<file path="src/rtl/selectors_pkg.sv">
// Shared constants and helpers for the selectors block.
//   N_IN_DEF  : default number of data inputs
//   SEL_W_DEF : default select width (N_IN_DEF == 2**SEL_W_DEF)
package selectors_pkg;

    localparam int unsigned N_IN_DEF  = 8;
    localparam int unsigned SEL_W_DEF = 3;

    // True when the input count exactly fills the select space.
    function automatic bit cfg_ok(input int unsigned n_in, input int unsigned sel_w);
        return n_in == (32'd1 << sel_w);
    endfunction

endpackage : selectors_pkg

</file>
<file path="src/rtl/selectors_dec.sv">
// One-hot decoder: drives exactly bit A of sel_oh high.
//   A      : input,  SEL_W - unsigned select index
//   sel_oh : output, N_IN  - combinational one-hot decode of A
module selectors_dec
    import selectors_pkg::*;
#(
    parameter int unsigned N_IN  = N_IN_DEF,
    parameter int unsigned SEL_W = SEL_W_DEF
) (
    input  logic [SEL_W-1:0] A,
    output logic [N_IN-1:0]  sel_oh
);

    // Compare against every index so each output bit is an independent match.
    always_comb begin
        sel_oh = '0;
        for (int unsigned i = 0; i < N_IN; i++) begin
            sel_oh[i] = (A == SEL_W'(i));
        end
    end

endmodule : selectors_dec

</file>
<file path="src/rtl/selectors.sv">
// Bit selector with a registered copy of the selected bit.
//   clk     : input,  1     - rising-edge clock
//   rst     : input,  1     - synchronous active-high reset (registered outputs only)
//   B       : input,  N_IN  - candidate bits
//   A       : input,  SEL_W - select index
//   en      : input,  1     - load enable for res_q/valid_q
//   res     : output, 1     - combinational B[A]
//   sel_oh  : output, N_IN  - combinational one-hot decode of A
//   res_q   : output, 1     - registered res
//   valid_q : output, 1     - res_q holds a captured value
module selectors
    import selectors_pkg::*;
#(
    parameter int unsigned N_IN  = N_IN_DEF,
    parameter int unsigned SEL_W = SEL_W_DEF
) (
    input  logic             clk,
    input  logic             rst,
    input  logic [N_IN-1:0]  B,
    input  logic [SEL_W-1:0] A,
    input  logic             en,
    output logic             res,
    output logic [N_IN-1:0]  sel_oh,
    output logic             res_q,
    output logic             valid_q
);

    // Reject parameter sets where the select space and input count disagree.
    generate
        if (!cfg_ok(N_IN, SEL_W)) begin : g_bad_cfg
            $error("selectors: N_IN must equal 2**SEL_W");
        end
    endgenerate

    selectors_dec #(
        .N_IN  (N_IN),
        .SEL_W (SEL_W)
    ) u_dec (
        .A      (A),
        .sel_oh (sel_oh)
    );

    // The one-hot decode is the only select path into res.
    assign res = |(sel_oh & B);

    // Capture register; reset wins over en and discards any held value.
    always_ff @(posedge clk) begin
        if (rst) begin
            res_q   <= 1'b0;
            valid_q <= 1'b0;
        end else if (en) begin
            res_q   <= res;
            valid_q <= 1'b1;
        end
    end

endmodule : selectors

</file>
<file path="config.mk">
export PLATFORM = sky130hd
export DESIGN_NAME = selectors
export DESIGN_NICKNAME = d
export VERILOG_FILES = /design/src/rtl/selectors_pkg.sv /design/src/rtl/selectors_dec.sv /design/src/rtl/selectors.sv
export SDC_FILE = /design/constraint.sdc
export NUM_CORES = 1
export LEC_CHECK = 0
export CAP_MARGIN = 20
export CORE_AREA = 4 4 41 43
export CTS_CLUSTER_SIZE = 10
export DETAILED_ROUTE_END_ITERATION = 7
export DIE_AREA = 0 0 45 47
export HOLD_SLACK_MARGIN = 0.02
export PLACE_DENSITY = 0.48
export SYNTH_ARGS = -nofsm -noshare
export SYNTH_HDL_FRONTEND = slang
export SYNTH_SLANG_ARGS = --single-unit
</file>
<file path="constraint.sdc">
create_clock -name clk -period 1.4 [get_ports clk]
set_clock_uncertainty 0.05 [all_clocks]
set_input_delay 0.28 -clock clk [delete_from_list [all_inputs] [get_ports clk]]
set_output_delay 0.28 -clock clk [all_outputs]
set_load 0.02 [all_outputs]
</file>
==> flow_summary.yaml, run 1 <==
setup_path:
  path_class: "primary input to output port"
  timing.rr.start: "res_q$_SDFFE_PP0P_"
  required_ns: 1.07
  r2r_slack_ns: 0.70
  setup.worst_path.start_class: "primary input"
  cp_max_fo: 2
  reg2reg_to: "res_q$_SDFFE_PP0P_"
  reg2reg_depth: 3
  end_kind: "output port"
  crit_arrival_ns: 1.24
power:
  power_frac_clock: 0.354
  cellLeakagePower_nw: 0.288
  peakVddDrop_v: 0.000376
  p_comb_frac: 0.463
  power_switching_mw: 0.103
  intPower_mw: 0.246
  seqPwrFrac: 0.183
  switching_share: 0.295
  power_mw: 0.350
  power_density_nw_per_um2: 637
timing:
  rsz0062_at_grt: "yes"
  whs_ns: 0.419
  finalSetupViolCount: 1
  min_period_ns: 1.57
  tns_ns: -0.171
  maxSlewViolCount: 0
  fmax_ghz: 0.637
  worst_slew_pin_slew_ns: 0.211
  post-route-period-util: 1.12
  worst_slack_ns: -0.171
  hold_viol: 0
  relSlewSlack: 0.860
clock_tree:
  clock-sinks: 2
  h-tree-depth: 1
  cts_buffer_depth: 2
  clkSlewWorstSetupHoldPaths_ns: 0.03
  root_buffer: "clkbuf_4"
  cts-buffers-inserted: 3
  cts_hold_buf: 0
  cts_tree: "built"
  clock_latency_ns: 0.22
route:
  drt_wl_total_um: 845
  routedWlPerCell_um: 10.4
  viasPerCell: 4.05
  drt_iter0_markers: 1
  drc: 0
  vias: 328
  firstDrtPassIters: 2
  ant_nets: 0
floorplanning:
  rows: 13
  die_area_um2: 2120
  ioPinCount: 25
  start_util: 0.152
  dieHeight_um: 47
  die_w_um: 45
  coreArea_um2: 1300
synthesis:
  synth_largest_area_cell: "dfxtp_1"
  syn_area_um2: 198
  avgSynthCellArea_um2: 6.82
  synth_nets: 43
  synth_cell_types: 12
  syn_inst: 29
  synth_top_area_frac: 0.203
  ys_seq_elements: 2
  yosysWarnings: 0
  synth_area_leaders: "dfxtp_1 20%, mux2i_1 20%, nor2_1 19%, nor3_1 7.6%, nand2b_1 6.3%"
  ys_seq_area_frac: 0.203
grt:
  grtUsageTotal: 0.0804
  antenna_found_initial: 0
  grt_max_degree: 8
  gr-total-overflow: 0
  grt_pass1_wl_um: 1240
  grt_pass1_vias: 333
layout:
  utilization: 0.422
  areaGrowthSynthToFinish_pct: 178
  drive_above_1_share: 0.606
  insertedDiodeCount: 0
  fin_nets: 82
run:
  drv_cap: 0
status:
  outcome: "complete, but fails checks"
  violations: "setup timing"
placement:
  gp_congestion: 0.655
  post-dp-hpwl_um: 647
  post-place-ws_ns: -1.02
  io_buffers: 24
min_path:
  whs_endpoint: "valid_q$_SDFFE_PP0P_"
  holdPathStages: 2
  hp-class: "register to register"
  hp-start: "valid_q$_SDFFE_PP0P_"
## final cells by class
cell class	count	area (um2)
fill	157	752
inverter	2	7.51
multi-input combinational	24	196
sequential	2	40.0
tap	15	18.8
clock buffer	3	22.5
timing repair buffer	35	264
## layer usage
metal	vias to the layer above	GRT usage	wire, um
met5	-	0	0
met3	0	0.00383	70
li1	172	-	-
met4	0	0.0526	0
met1	138	0.0926	364
met2	18	0.144	410
## per-stage QoR
stage,instance area (um2),instances
2_1_floorplan,203,29
3_3_place_gp,533,78
3_5_place_dp,533,78
4_1_cts,532,82
5_1_grt,549,81
6_report,549,81
## synthesized netlist by cell type
cell type and count:
o22ai_1 1, mux2i_1 4, inv_1 2, nand2b_1 2, nor3_1 3, dfxtp_1 2, nor2_2 1, buf_6 1
nor2_1 10, o41a_1 1, or3_1 1, nand2_1 1
## worst max-delay path by stage
stage               start  endpoint  slack (ns)  cells after the start
finish               B[6]       res       -0.17                      5
global route         A[0]       res       -0.21                      5
CTS                  A[0]       res       -0.21                      6
detailed placement   A[0]       res       -1.02                      6
global placement     A[0]       res       -1.02                      6
floorplan            A[0]       res        0.03                      4
## sequential cells by signal, indices dropped and copies added (netlist names)
signal / count
res_q: 1
valid_q: 1
## power by group through the flow
stage          clock network, mW  logic (mW)  registers (mW)
6_report                   0.124       0.162          0.0640
5_1_grt                    0.139       0.176          0.0645
4_1_cts                    0.132       0.149          0.0641
3_5_place_dp                   0       0.160          0.0649
3_3_place_gp                   0       0.162          0.0645
2_1_floorplan                  0      0.0560          0.0700
## cell usage in the layout, fill, tap and decap left out, drive strengths merged
cell type / instances
dlygate4sd2: 4
or3: 1
nor2: 11
nand2: 1
nand2b: 2
mux2i: 4
buf: 23
o22ai: 1
inv: 2
nor3: 3
clkdlybuf4s50: 2
dfxtp: 2
clkbuf: 6
o41a: 1
clkdlybuf4s15: 3
## cells by family (layout without fill, tap and decap cells)
| logic type | count (synthesis) | in the layout | synth area share |
|---|---|---|---|
| flops | 2 | 2 | 0.203 |
| mux | 4 | 4 | 0.203 |
| buf+inv | 3 | 40 | 0.0949 |
| simple gates | 18 | 18 | 0.411 |
| compound gates | 2 | 2 | 0.0886 |
## critical path, stage by stage
cell and delay [ns]:
clkdlybuf4s15_1 0.19, mux2i_4 0.14, o22ai_2 0.10, or3_4 0.39, buf_6 0.14
## repair_timing
item | 4_1_cts | 5_1_grt
gates resized for setup | 64 | 22
gates cloned | 0 | 0
pin swaps | 4 | 4
endpoints found under the hold margin | 0 | 0
buffers inserted | 1 | 0
endpoints found under the setup margin | 12 | 5
Note: power is estimated with default switching activity, not from simulation.
==> run 2, diff against run 1 <==
--- a/config.mk
+++ b/config.mk
@@ -5,6 +5,7 @@
 export SDC_FILE = /design/constraint.sdc
 export NUM_CORES = 1
 export LEC_CHECK = 0
+export ABC_AREA = 0
 export CAP_MARGIN = 20
 export CORE_AREA = 4 4 41 43
 export CTS_CLUSTER_SIZE = 10
==> results of run 2 <==
Same layout as run 1: the final DEF is identical, and so are final timing and power.
